## config.mk

```make
export PLATFORM = sky130hd
export DESIGN_NAME = wb_stage
export DESIGN_NICKNAME = d
export VERILOG_FILES = /design/src/rtl/wb_stage.sv
export SDC_FILE = /design/constraint.sdc
export NUM_CORES = 1
export LEC_CHECK = 0
export ABC_AREA = 0
export BUFFER_PORTS_ARGS = -buffer_cell sky130_fd_sc_hd__buf_2
export CORE_MARGIN = 2
export CORE_UTILIZATION = 57
export CTS_CLUSTER_SIZE = 10
export DETAILED_ROUTE_END_ITERATION = 10
export GPL_TIMING_DRIVEN = 1
export PLACE_DENSITY_LB_ADDON = 0.15
export SYNTH_ARGS = -nofsm -noshare
export SYNTH_HDL_FRONTEND = slang
export SYNTH_SLANG_ARGS = --single-unit
```

## constraint.sdc

```tcl
create_clock -name clk -period 5.74 [get_ports clk]
set_input_delay 0.574 -clock clk [delete_from_list [all_inputs] [get_ports clk]]
set_output_delay 0.574 -clock clk [all_outputs]
set_load 0.005 [all_outputs]
```

## src/rtl/wb_stage.sv

```systemverilog
// -----------------------------------------------------------------------------
// wb_stage -- write-back stage, the writer end of the GPR/FPR register files.
//
// Accepts completed execute/memory results, waits on multi-cycle data-memory
// reads, aligns and extends load data, and drives the register-file write port
// with one-cycle strobes. Also counts retired instructions.
//
// Ports:
//   clk, reset           clock; synchronous active-low reset
//   in_valid / in_ready  upstream handshake (in_ready is registered)
//   alu_result           ALU result, or memory address for loads
//   fpu_result           FPU result
//   pc                   instruction PC (JAL link value source)
//   dst_reg              destination register index
//   reg_wr, f_reg_wr     GPR / FPR write requested
//   mem_to_reg           load instruction
//   mem_byte_op          byte load
//   mem_halfword_op      halfword load
//   mem_sign_ext         sign-extend load data
//   jal_instr            JAL instruction (writes link register)
//   mem_rdata/mem_rvalid data-memory read return
//   bus_w, fbus_w        GPR / FPR write data
//   w_reg                write register index
//   reg_wr_out           GPR write strobe (one cycle)
//   f_reg_wr_out         FPR write strobe (one cycle)
//   retire_count         completed-instruction count (wraps)
// -----------------------------------------------------------------------------
module wb_stage #(
  parameter int DATA_W      = 32,
  parameter int REG_ADDR_W  = 5,
  parameter int LINK_OFFSET = 8,
  parameter int LINK_REG    = 31
) (
  input  logic                  clk,
  input  logic                  reset,
  input  logic                  in_valid,
  output logic                  in_ready,
  input  logic [DATA_W-1:0]     alu_result,
  input  logic [DATA_W-1:0]     fpu_result,
  input  logic [DATA_W-1:0]     pc,
  input  logic [REG_ADDR_W-1:0] dst_reg,
  input  logic                  reg_wr,
  input  logic                  f_reg_wr,
  input  logic                  mem_to_reg,
  input  logic                  mem_byte_op,
  input  logic                  mem_halfword_op,
  input  logic                  mem_sign_ext,
  input  logic                  jal_instr,
  input  logic [DATA_W-1:0]     mem_rdata,
  input  logic                  mem_rvalid,
  output logic [DATA_W-1:0]     bus_w,
  output logic [DATA_W-1:0]     fbus_w,
  output logic [REG_ADDR_W-1:0] w_reg,
  output logic                  reg_wr_out,
  output logic                  f_reg_wr_out,
  output logic [31:0]           retire_count
);

  localparam logic [REG_ADDR_W-1:0] LINK_IDX = REG_ADDR_W'(LINK_REG);
  localparam logic [DATA_W-1:0]     LINK_ADD = DATA_W'(LINK_OFFSET);

  typedef enum logic [0:0] {
    S_IDLE     = 1'b0,
    S_WAIT_MEM = 1'b1
  } state_t;

  // Byte 0 is the most significant byte of the word (big-endian lanes).
  function automatic logic [DATA_W-1:0] align_load(
    input logic [DATA_W-1:0] word,
    input logic [1:0]        off,
    input logic              byte_op,
    input logic              half_op,
    input logic              sign_ext
  );
    logic [7:0]        b;
    logic [15:0]       h;
    logic [DATA_W-1:0] res;
    b   = 8'h00;
    h   = 16'h0000;
    res = word;
    if (byte_op) begin
      case (off)
        2'd0:    b = word[DATA_W-1 -: 8];
        2'd1:    b = word[DATA_W-9 -: 8];
        2'd2:    b = word[15:8];
        default: b = word[7:0];
      endcase
      res = {{(DATA_W-8){sign_ext & b[7]}}, b};
    end else if (half_op) begin
      h   = off[1] ? word[15:0] : word[DATA_W-1 -: 16];
      res = {{(DATA_W-16){sign_ext & h[15]}}, h};
    end else begin
      res = word;
    end
    return res;
  endfunction

  state_t                r_state;
  logic                  r_in_ready;
  logic [DATA_W-1:0]     r_bus_w;
  logic [DATA_W-1:0]     r_fbus_w;
  logic [REG_ADDR_W-1:0] r_w_reg;
  logic                  r_reg_wr_out;
  logic                  r_f_reg_wr_out;
  logic [31:0]           r_retire_count;

  // Load context captured at acceptance, used when the read data returns.
  logic [DATA_W-1:0]     r_pc;
  logic [REG_ADDR_W-1:0] r_dst_reg;
  logic [1:0]            r_off;
  logic                  r_reg_wr;
  logic                  r_f_reg_wr;
  logic                  r_byte_op;
  logic                  r_half_op;
  logic                  r_sign_ext;
  logic                  r_jal;

  logic                  w_wait;
  logic                  w_accept;
  logic                  w_complete;
  logic [DATA_W-1:0]     w_sel_pc;
  logic [REG_ADDR_W-1:0] w_sel_dst;
  logic                  w_sel_reg_wr;
  logic                  w_sel_f_reg_wr;
  logic                  w_sel_jal;
  logic [DATA_W-1:0]     w_load_data;
  logic [DATA_W-1:0]     w_gpr_data;
  logic [REG_ADDR_W-1:0] w_gpr_idx;
  logic                  w_gpr_req;
  logic [DATA_W-1:0]     w_fpr_data;

  // Completion source: live inputs for a non-load in IDLE, captured context
  // when a load's data returns.
  always_comb begin
    w_wait      = (r_state == S_WAIT_MEM);
    w_accept    = r_in_ready & in_valid;
    w_load_data = align_load(mem_rdata, r_off, r_byte_op, r_half_op, r_sign_ext);
    if (w_wait) begin
      w_complete     = mem_rvalid;
      w_sel_pc       = r_pc;
      w_sel_dst      = r_dst_reg;
      w_sel_reg_wr   = r_reg_wr;
      w_sel_f_reg_wr = r_f_reg_wr;
      w_sel_jal      = r_jal;
    end else begin
      w_complete     = w_accept & ~mem_to_reg;
      w_sel_pc       = pc;
      w_sel_dst      = dst_reg;
      w_sel_reg_wr   = reg_wr;
      w_sel_f_reg_wr = f_reg_wr;
      w_sel_jal      = jal_instr;
    end
  end

  // Write-port data selection; JAL overrides the GPR destination and request.
  always_comb begin
    if (w_sel_jal) begin
      w_gpr_data = w_sel_pc + LINK_ADD;
      w_gpr_idx  = LINK_IDX;
      w_gpr_req  = 1'b1;
    end else begin
      w_gpr_data = w_wait ? w_load_data : alu_result;
      w_gpr_idx  = w_sel_dst;
      w_gpr_req  = w_sel_reg_wr;
    end
    w_fpr_data = w_wait ? mem_rdata : fpu_result;
  end

  // Stage state, handshake, write port and retire counter.
  always_ff @(posedge clk) begin
    if (!reset) begin
      r_state        <= S_IDLE;
      r_in_ready     <= 1'b0;
      r_bus_w        <= '0;
      r_fbus_w       <= '0;
      r_w_reg        <= '0;
      r_reg_wr_out   <= 1'b0;
      r_f_reg_wr_out <= 1'b0;
      r_retire_count <= 32'd0;
      r_pc           <= '0;
      r_dst_reg      <= '0;
      r_off          <= 2'd0;
      r_reg_wr       <= 1'b0;
      r_f_reg_wr     <= 1'b0;
      r_byte_op      <= 1'b0;
      r_half_op      <= 1'b0;
      r_sign_ext     <= 1'b0;
      r_jal          <= 1'b0;
    end else begin
      r_reg_wr_out   <= 1'b0;
      r_f_reg_wr_out <= 1'b0;
      if (w_complete) begin
        if (w_gpr_req) begin
          r_bus_w      <= w_gpr_data;
          r_w_reg      <= w_gpr_idx;
          // r0 is hardwired; data still updates but no strobe.
          r_reg_wr_out <= (w_gpr_idx != '0);
        end
        if (w_sel_f_reg_wr) begin
          r_fbus_w       <= w_fpr_data;
          r_f_reg_wr_out <= 1'b1;
        end
        r_retire_count <= r_retire_count + 32'd1;
      end
      case (r_state)
        S_IDLE: begin
          if (w_accept) begin
            r_pc       <= pc;
            r_dst_reg  <= dst_reg;
            r_off      <= alu_result[1:0];
            r_reg_wr   <= reg_wr;
            r_f_reg_wr <= f_reg_wr;
            r_byte_op  <= mem_byte_op;
            r_half_op  <= mem_halfword_op;
            r_sign_ext <= mem_sign_ext;
            r_jal      <= jal_instr;
          end
          if (w_accept && mem_to_reg) begin
            r_state    <= S_WAIT_MEM;
            r_in_ready <= 1'b0;
          end else begin
            r_in_ready <= 1'b1;
          end
        end
        S_WAIT_MEM: begin
          if (mem_rvalid) begin
            r_state    <= S_IDLE;
            r_in_ready <= 1'b1;
          end else begin
            r_in_ready <= 1'b0;
          end
        end
        default: begin
          r_state    <= S_IDLE;
          r_in_ready <= 1'b0;
        end
      endcase
    end
  end

  assign in_ready     = r_in_ready;
  assign bus_w        = r_bus_w;
  assign fbus_w       = r_fbus_w;
  assign w_reg        = r_w_reg;
  assign reg_wr_out   = r_reg_wr_out;
  assign f_reg_wr_out = r_f_reg_wr_out;
  assign retire_count = r_retire_count;

endmodule

```

==> results of run 1 <==
-- routing by layer --
layer	GRT usage [%]	share of wire (%)
met2	54.2	47
met5	0	0
met3	7.58	8.4
met1	43.3	41
met4	13.1	3.2
-- critical path, delay by kind of cell (launching register included) --
family / cells / cell delay (ps)
AO/OA/AOI/OAI: 2 / 490
adder cells (fa/ha/maj): 1 / 190
AND/OR/NAND/NOR: 2 / 860
flip-flops: 1 / 830
multiplexers: 1 / 250
buffers and inverters: 2 / 590
-- stage by stage --
| stage | utilization, % | cells | worst slack, ps | total power, mW | instance area, µm² |
|---|---|---|---|---|---|
| after floorplan | - | 1051 | 2790 | 1.37 | 8680 |
| after global placement | 65.6 | 1409 | 2640 | 1.53 | 9860 |
| after detailed placement | 65.6 | 1409 | 2510 | 1.54 | 9860 |
| after CTS | 69.6 | 1441 | 2490 | 2.68 | 10500 |
| after global routing | 69.6 | 1441 | 2200 | 2.77 | 10500 |
| final | 69.6 | 1442 | 2430 | 2.68 | 10500 |
-- cell type report --
| type | instances | area share, % |
|---|---|---|
| antenna | 1 | 0.0239 |
| clock buffer | 18 | 4.20 |
| clock inverter | 14 | 1.59 |
| inverter | 11 | 0.395 |
| multi-input combinational | 803 | 50.3 |
| sequential | 150 | 28.7 |
| tap | 188 | 2.25 |
| timing repair buffer | 257 | 12.5 |
-- synthesized netlist by cell type (all sizes together) (5+ instances only) --
cell type and number:
a211oi 21, a21oi 72, a22oi 12, a311oi 8
a31oi 18, and2 9, and3 9, buf 41
clkbuf 46, dfxtp 150, inv 11, mux2 16
mux2i 80, nand2 169, nand2b 5, nand3 35
nand3b 5, nand4 17, nand4b 6, nor2 84
nor3 8, nor4 12, o2111ai 9, o211a 20
o211ai 22, o21a 10, o21ai 41, o221ai 11
o311ai 5, or3 8, xnor2 17, xor2 11
-- worst max-delay path by stage --
stage	slack, ps	endpoint
after CTS	2490	bus_w[23]$_SDFFE_PN0P_
final	2430	bus_w[23]$_SDFFE_PN0P_
after floorplan	2790	bus_w[29]$_SDFFE_PN0P_
after global placement	2640	bus_w[27]$_SDFFE_PN0P_
after detailed placement	2510	bus_w[23]$_SDFFE_PN0P_
after global routing	2200	bus_w[25]$_SDFFE_PN0P_
-- where the power goes --
part           switching, mW  internal [mW]
Sequential            0.0445           1.09
Combinational          0.228          0.163
Clock                  0.496          0.665
Total                  0.769           1.91
-- cell families after synthesis --
group | share of synthesized area, %
mux | 12.4
xor+xnor | 2.83
compound gates | 23.8
buf+inv | 5.12
simple gates | 21.0
flops | 34.6
fa+ha+maj | 0.288
==> run_results.csv, run 1 <==
group,metric,value,unit
critical_path,crit_path_start_kind,"flop",
critical_path,rr_startpoint,"r_state$_SDFF_PN0_",
logic_synthesis,synth_cell_type_count,73,
logic_synthesis,synthArstFlopShare,0,%
drt,routed_via_density,6.24,
pwr,ir_drop,0.210,mV
clock_network,h-tree-depth,4,
clock_network,cts-root-buf,"clkbuf_16",
logic_synthesis,ys_ff_latch,150,
critical_path,crit_arrival,3660,ps
clock_network,clk_latency,440,ps
logic_synthesis,synth_top_cells_by_area,"dfxtp_1, mux2i_1, nand2_1",
critical_path,cp_slowest_stage_delay,830,ps
critical_path,worst-r2r-setup-slack,2430,ps
critical_path,critical_path_required,6090,ps
drt,drtIter0Drc,838,
timing,finalCriticalPeriod,3310,ps
floorplan,coreArea,0.0150,mm²
logic_synthesis,synth-edff-count,0,
timing,slew_violations,0,
global_routing,antenna_found_initial,1,
drt,totalWireLength,27600,µm
placed_design,io_buffer_count,247,
critical_path,criticalPathCategory,"flop to flop",
layout,multiInputGateArea,0.00526,mm²
min_path,hold_class,"input pin to flop",
critical_path,crit_fanout,59,
run_status,status,"finished clean",
drt,vias,9004,
drt,drc_errors,0,
critical_path,critPathSlowestCell,"dfxtp_4",
placed_design,globalplace.congestion,0.942,
timing,max_freq,303,MHz
drt,drt_pass1_iterations,5,
logic_synthesis,synthesis.nets,1197,
min_path,holdCritStartpoint,"pc[2]",
layout,final_net_count,1386,
floorplan,pin_count,248,
drt,wl_per_cell,19.1,µm
timing,max_slew_margin,27.0,%
logic_synthesis,yosys_most_used_dff,"dfxtp_1",
timing,grt_setup_unrepaired,"false",
clock_network,ctsResizeCount,0,
placed_design,dp_hpwl,19700,µm
layout,fillers,1290,
layout,mostFrequentLayoutCells,"buf_2, nand2_1, dfxtp_1, nor2_1, mux2i_1",
layout,final-seq-area,0.00301,mm²
critical_path,rr_worst_depth,8,
critical_path,path_cells,"buf_4 > mux2_2 > ha_1 > inv_1 > a211oi_4 > nand3_2 > or4b_1 > o211ai_1",
floorplan,initial_utilization,57.7,%
floorplan,die_y,127,µm
timing,finalSetupViolCount,0,
drt,ant_nets,0,
floorplan,dieArea,0.0162,mm²
clock_network,cts_buffer_depth,2,
timing,skew,13.1,ps
logic_synthesis,synth_cells,1051,
logic_synthesis,yosysWarnings,0,
logic_synthesis,synth_top_area_cell,"dfxtp_1",
timing,tightest_slew,1090,ps
clock_network,cts_buffers,17,
critical_path,endpoint_kind,"flop",
clock_network,cts_tree,"done",
pwr,p_per_area,256,mW/mm²
global_routing,grt_max_degree,76,
clock_network,hold_buffers,0,
logic_synthesis,synth_area_per_cell,8.26,µm²
global_routing,grt_pass1_wl,43100,µm
clock_network,cts_setup_buffers,0,
timing,hold_viol,0,
logic_synthesis,synth_seq_area_share,34.6,%
global_routing,grt_usage,33.4,%
critical_path,r2r-end,"bus_w[23]$_SDFFE_PN0P_",
layout,area_delta_synth_final,20.6,%
layout,drive_gt1_share,26.4,%
global_routing,grt-ovfl-total,0,
pwr,leakagePower,4.38,nW
job,drv_cap,0,
floorplan,fp-row-count,45,
timing,fin_crit_sh,57.6,%
global_routing,grt_pass1_vias,8285,
clock_network,cts_sinks,150,
logic_synthesis,synth_top_area_share,34.6,%
clock_network,path_clk_slew,70,ps
critical_path,crit_path_start,"r_state$_SDFF_PN0_",
timing,setup-tns-final,0,ps
logic_synthesis,syn_area,0.00868,mm²
min_path,holdPathEnd,"r_pc[2]$_SDFFE_PN0P_",
timing,hold_ws,382,ps
layout,layout_commonest_cell,"buf_2",
floorplan,dieWidth,127,µm
min_path,worstHoldPathCells,3,
No activity file was read; power rests on OpenSTA's default activity.
==> inputs of run 2 (changes only) <==
--- a/config.mk
+++ b/config.mk
@@ -8,7 +8,7 @@
 export ABC_AREA = 0
 export BUFFER_PORTS_ARGS = -buffer_cell sky130_fd_sc_hd__buf_2
 export CORE_MARGIN = 2
-export CORE_UTILIZATION = 57
+export CORE_UTILIZATION = 53
 export CTS_CLUSTER_SIZE = 10
 export DETAILED_ROUTE_END_ITERATION = 10
 export GPL_TIMING_DRIVEN = 1
==> constraint.sdc (replaced) <==
create_clock -name clk -period 3.4 [get_ports clk]
set_input_delay 0.34 -clock clk [delete_from_list [all_inputs] [get_ports clk]]
set_output_delay 0.34 -clock clk [all_outputs]
set_load 0.005 [all_outputs]
==> run 2 against run 1 <==
Clock skew fell by 6.5 ps. Via count rose by 0.11%. Clock-buffer cell count rose by 1. Combinational power rose by 75%. Non-clock buffer count rose by 12. Critical path depth fell by 1. Flip-flop and latch count did not move. Clock power rose by 67%. Utilization fell by 2.9 points. Largest power group unchanged. Global-route usage fell by 1.8 points.
==> run_results.csv, run 2 (synthesis gave the netlist of run 1 again) <==
group,metric,value,unit
run_status,status,"finished clean",
layout,final_cell_area,0.0106,mm²
timing,finalCriticalPeriod,2790,ps
timing,hold_ws,159,ps
placed_design,globalplace.congestion,0.936,
drt,ant_nets,0,
timing,setup_ws,610,ps
drt,routed_via_density,6.09,
timing,max_slew_margin,40.6,%
pwr,p_per_area,426,mW/mm²
timing,max_freq,358,MHz
placed_design,io_buffer_count,247,
critical_path,rr_worst_depth,7,
pwr,sw_frac_of_total,28.1,%
layout,mostFrequentLayoutCells,"buf_2, nand2_1, dfxtp_1, nor2_1, mux2i_1",
layout,layout_commonest_cell,"buf_2",
floorplan,die_y,132,µm
timing,tightest_slew,889,ps
clock_network,cts_buffer_depth,2,
floorplan,pin_count,248,
drt,wl_per_cell,18.9,µm
clock_network,cts_sinks,150,
pwr,leakagePower,4.46,nW
drt,vias,9014,
min_path,worstHoldPathCells,3,
global_routing,grt_pass1_vias,8242,
critical_path,endpoint_kind,"flop",
drt,drc_errors,0,
layout,area_delta_synth_final,22.5,%
clock_network,cts_setup_buffers,0,
critical_path,worst-r2r-setup-slack,610,ps
clock_network,clk_latency,430,ps
timing,finalSetupViolCount,0,
floorplan,fp-row-count,46,
global_routing,grt_pass1_wl,44200,µm
timing,fin_crit_sh,82.1,%
critical_path,criticalPathCategory,"flop to flop",
floorplan,coreArea,0.0159,mm²
pwr,p_int,3.25,mW
pwr,power.share.clock,42.8,%
placed_design,preCtsSetupSlack,706,ps
critical_path,crit_path_start_kind,"flop",
critical_path,critical_path_required,3730,ps
critical_path,rr_startpoint,"r_state$_SDFF_PN0_",
global_routing,antenna_found_initial,0,
critical_path,crit_fanout,39,
drt,drt_pass1_iterations,5,
drt,totalWireLength,28000,µm
placed_design,dp_hpwl,20500,µm
timing,setup-tns-final,0,ps
layout,drive_gt1_share,27.1,%
pwr,power_switching,1.27,mW
layout,diodes,0,
clock_network,cts-root-buf,"clkbuf_16",
floorplan,dieArea,0.0174,mm²
min_path,holdPathEnd,"r_dst_reg[2]$_SDFFE_PN0P_",
critical_path,r2r-end,"bus_w[31]$_SDFFE_PN0P_",
min_path,hold_class,"input pin to flop",
pwr,sequentialPowerShare,42.1,%
critical_path,crit_arrival,3120,ps
clock_network,path_clk_slew,70,ps
timing,slew_violations,0,
global_routing,grt-ovfl-total,0,
clock_network,cts_tree,"done",
clock_network,hold_buffers,0,
job,drv_cap,0,
clock_network,h-tree-depth,4,
clock_network,cts_buffers,17,
timing,hold_viol,0,
placed_design,place_area,0.0100,mm²
global_routing,grt_usage,31.6,%
timing,skew,6.69,ps
timing,grt_setup_unrepaired,"false",
min_path,holdCritStartpoint,"dst_reg[2]",
floorplan,initial_utilization,54.4,%
global_routing,grt_max_degree,65,
drt,drtIter0Drc,806,
pwr,ir_drop,0.347,mV
layout,final_net_count,1398,
layout,utilization,66.7,%
floorplan,dieWidth,132,µm
pwr,combinationalPowerShare,15.1,%
clock_network,ctsResizeCount,0,
run 2: cell type report:
class,instances,area (µm²)
tap,216,270
inverter,11,41.3
fill,1410,5310
timing repair buffer,269,1450
multi-input combinational,803,5260
clock inverter,13,146
clock buffer,19,453
sequential,150,3010
run 2: worst max-delay path, cell delays in order (launching register included):
cell	delay, ps
dfxtp_4	710
mux2_2	280
ha_1	200
inv_1	110
a211oi_4	410
nand3_2	310
o41a_1	390
o31ai_1	260
run 2: worst max path at each step:
stage | start | end | slack [ps] | depth (start not counted)
after floorplan | r_state$_SDFF_PN0_ | bus_w[29]$_SDFFE_PN0P_ | 450 | 14
after global placement | r_state$_SDFF_PN0_ | bus_w[23]$_SDFFE_PN0P_ | 780 | 7
after detailed placement | r_state$_SDFF_PN0_ | bus_w[23]$_SDFFE_PN0P_ | 710 | 7
after CTS | r_state$_SDFF_PN0_ | bus_w[23]$_SDFFE_PN0P_ | 690 | 7
after global routing | r_state$_SDFF_PN0_ | bus_w[25]$_SDFFE_PN0P_ | 400 | 7
final | r_state$_SDFF_PN0_ | bus_w[31]$_SDFFE_PN0P_ | 610 | 7
run 2: routing by layer:
| layer | wire (µm) | GRT usage, % |
|---|---|---|
| met4 | 872 | 11.3 |
| met2 | 12900 | 50.5 |
| met5 | 0 | 0 |
| met1 | 11900 | 42.4 |
| met3 | 2320 | 6.23 |
run 2: per-stage QoR:
step | instances | power [mW]
final | 1481 | 4.53
after global routing | 1481 | 4.69
after CTS | 1481 | 4.53
after detailed placement | 1449 | 2.61
after global placement | 1449 | 2.60
after floorplan | 1051 | 2.32
run 2: power by group through the flow:
stage | clock (mW) | combinational, mW | sequential, mW
floorplan | 0 | 0.396 | 1.92
global placement | 0 | 0.663 | 1.94
detailed placement | 0 | 0.672 | 1.94
CTS | 1.95 | 0.676 | 1.90
global route | 2.03 | 0.744 | 1.91
finish | 1.94 | 0.683 | 1.91
==> inputs of run 3 (changes only) <==
--- a/config.mk
+++ b/config.mk
@@ -5,7 +5,7 @@
 export SDC_FILE = /design/constraint.sdc
 export NUM_CORES = 1
 export LEC_CHECK = 0
-export ABC_AREA = 0
+export ABC_AREA = 1
 export BUFFER_PORTS_ARGS = -buffer_cell sky130_fd_sc_hd__buf_2
 export CORE_MARGIN = 2
 export CORE_UTILIZATION = 53
==> constraint.sdc (replaced) <==
create_clock -name clk -period 2.7 [get_ports clk]
set_input_delay 0.27 -clock clk [delete_from_list [all_inputs] [get_ports clk]]
set_output_delay 0.27 -clock clk [all_outputs]
set_load 0.005 [all_outputs]
==> run 3 against run 2 <==
Wire length increased by 4.7%. Global-route usage grew 1.0 points. Clock skew up 5.4 ps. Synthesized cell count rose by 36%.
==> run_results.csv, run 3 <==
group,metric,value,unit
drt,drtIter0Drc,912,
logic_synthesis,yosys-top-cells-count,"nand2_1, dfxtp_1, nor2_1, a21oi_1, o21ai_0",
timing,fin_crit_sh,85.9,%
pwr,combinationalPowerShare,15.6,%
critical_path,crit_fanout,32,
global_routing,grt_pass1_vias,9005,
critical_path,critPathBufInv,1,
logic_synthesis,synth_top_family_by_area,"simple AND/OR/NAND/NOR gates",
logic_synthesis,synthSimpleGateAreaFrac,35.8,%
logic_synthesis,synth_cell_type_count,39,
critical_path,crit_path_start_kind,"flop",
pwr,p_per_area,541,mW/mm²
logic_synthesis,synth_area_per_cell,6.15,µm²
global_routing,grt-ovfl-total,0,
logic_synthesis,syn_area,0.00881,mm²
floorplan,dieArea,0.0177,mm²
logic_synthesis,synth_most_common_cell,"nand2_1",
floorplan,pin_count,248,
placed_design,preCtsSetupSlack,410,ps
global_routing,grt_usage,32.6,%
clock_network,cts_buffers,17,
layout,stdcell_count,1867,
logic_synthesis,synthesis.nets,1579,
timing,hold_ws,83.3,ps
floorplan,coreArea,0.0164,mm²
global_routing,grt_max_degree,96,
logic_synthesis,synth-xor-area-share,1.89,%
timing,finalCriticalPeriod,2320,ps
timing,tightest_slew,907,ps
floorplan,dieWidth,133,µm
logic_synthesis,synth_top_area_share,34.1,%
pwr,finalPower,5.77,mW
run_status,status,"finished clean",
drt,wl_per_cell,15.7,µm
layout,drive_gt1_share,20.8,%
layout,layout_commonest_cell,"nand2_1",
clock_network,cts_sinks,150,
layout,mostFrequentLayoutCells,"nand2_1, buf_2, dfxtp_1, nor2_1, a21oi_1",
job,drv_cap,0,
drt,totalWireLength,29300,µm
clock_network,cts_buffer_depth,2,
logic_synthesis,synth_compound_area_share,19.1,%
logic_synthesis,yosys-mux-area-fraction,0,%
min_path,hold_class,"input pin to flop",
critical_path,critPathSlowestCell,"dfxtp_4",
logic_synthesis,synth_seq_area_share,34.1,%
pwr,leakagePower,5.07,nW
logic_synthesis,yosys_most_used_dff,"dfxtp_1",
placed_design,io_buffer_count,247,
critical_path,critical_path_required,3070,ps
pwr,p_int,4.14,mW
critical_path,path_cells,"buf_4 > nand2_1 > nand2_1 > nand2_1 > nor2_1 > nand2_1 > nor2_1 > nand3_1 > nand2_1 > nand2_1 > a21oi_1",
clock_network,h-tree-depth,4,
logic_synthesis,synth-edff-count,0,
layout,utilization,65.0,%
placed_design,placed_cells,1834,
drt,vias,10100,
placed_design,dp_hpwl,21200,µm
timing,setup_ws,382,ps
timing,skew,12.1,ps
global_routing,grt_pass1_wl,46200,µm
logic_synthesis,synth_cells,1433,
clock_network,cts-root-buf,"clkbuf_16",
clock_network,path_clk_slew,70,ps
layout,final_cell_area,0.0107,mm²
global_routing,antenna_found_initial,1,
placed_design,globalplace.congestion,0.982,
drt,routed_via_density,5.42,
placed_design,place_area,0.0101,mm²
drt,drc_errors,0,
critical_path,endpoint_kind,"flop",
clock_network,cts_tree,"done",
pwr,ir_drop,0.479,mV
timing,finalSetupViolCount,0,
layout,area_delta_synth_final,21.1,%
logic_synthesis,yosysWarnings,0,
critical_path,crit_arrival,2690,ps
drt,ant_nets,0,
pwr,sw_frac_of_total,28.3,%
floorplan,initial_utilization,53.7,%
critical_path,cp_slowest_stage_delay,530,ps
timing,max_slew_margin,39.5,%
clock_network,hold_buffers,0,
pwr,power.share.clock,43.2,%
logic_synthesis,synth_top_area_cell,"dfxtp_1",
timing,grt_setup_unrepaired,"false",
critical_path,criticalPathCategory,"flop to flop",
pwr,sequentialPowerShare,41.2,%
timing,hold_viol,0,
logic_synthesis,synthArstFlopShare,0,%
pwr,power_switching,1.63,mW
timing,setup-tns-final,0,ps
timing,max_freq,431,MHz
clock_network,ctsResizeCount,0,
logic_synthesis,synthAdderAreaFrac,0.284,%
timing,slew_violations,0,
critical_path,cp_common_cell,"nand2_1",
logic_synthesis,synth_top_cells_by_area,"dfxtp_1, nand2_1, a21oi_1",
floorplan,fp-row-count,47,
floorplan,die_y,133,µm
critical_path,crit_family,"simple AND/OR/NAND/NOR gates",
layout,final_net_count,1779,
drt,drt_pass1_iterations,6,
clock_network,cts_setup_buffers,0,
clock_network,clk_latency,440,ps
logic_synthesis,ys_ff_latch,150,
-- run 3: layer usage --
metal	routed length (µm)	track usage [%]
met4	555	9.20
met2	13900	54.9
met1	12400	42.9
met5	0	0
met3	2380	5.82
-- run 3: power by group through the flow --
| stage | logic (mW) | clock network (mW) | registers (mW) |
|---|---|---|---|
| 2_1_floorplan | 0.545 | 0 | 2.41 |
| 3_3_place_gp | 0.880 | 0 | 2.43 |
| 3_5_place_dp | 0.888 | 0 | 2.43 |
| 4_1_cts | 0.892 | 2.51 | 2.38 |
| 5_1_grt | 1.01 | 2.59 | 2.39 |
| 6_report | 0.900 | 2.49 | 2.38 |
-- run 3: logic make-up after synthesis --
| group | Yosys count |
|---|---|
| buf+inv | 183 |
| simple gates | 764 |
| compound gates | 315 |
| fa+ha+maj | 2 |
| flops | 150 |
| xor+xnor | 19 |
-- run 3: worst paths after layout --
path	startpoint	endpoint	slack, ps	cells after the start
worst min-delay path	mem_sign_ext	r_sign_ext$_SDFFE_PN0P_	80	3
worst max-delay path	r_state$_SDFF_PN0_	bus_w[21]$_SDFFE_PN0P_	380	11
worst min register to register	r_pc[7]$_SDFFE_PN0P_	r_pc[7]$_SDFFE_PN0P_	450	2
worst max register to register	r_state$_SDFF_PN0_	bus_w[21]$_SDFFE_PN0P_	380	11
-- run 3: area by class of cell --
cell class	count	area (µm²)
diodes	1	2.50
clock buffers	21	460
clock inverters	11	149
fillers	1631	5740
inverters	102	388
multi-input cells	1100	5030
flip-flops and latches	150	3010
well taps	220	275
repair buffers	262	1360
-- run 3: worst register-to-register path, delay by kind of cell, from the launching register on --
kind / cells / cell delay (ps)
and+or+nand+nor: 9 / 1220
DFF: 1 / 530
buffers and inverters: 1 / 400
AOI/OAI and AO/OA: 1 / 130
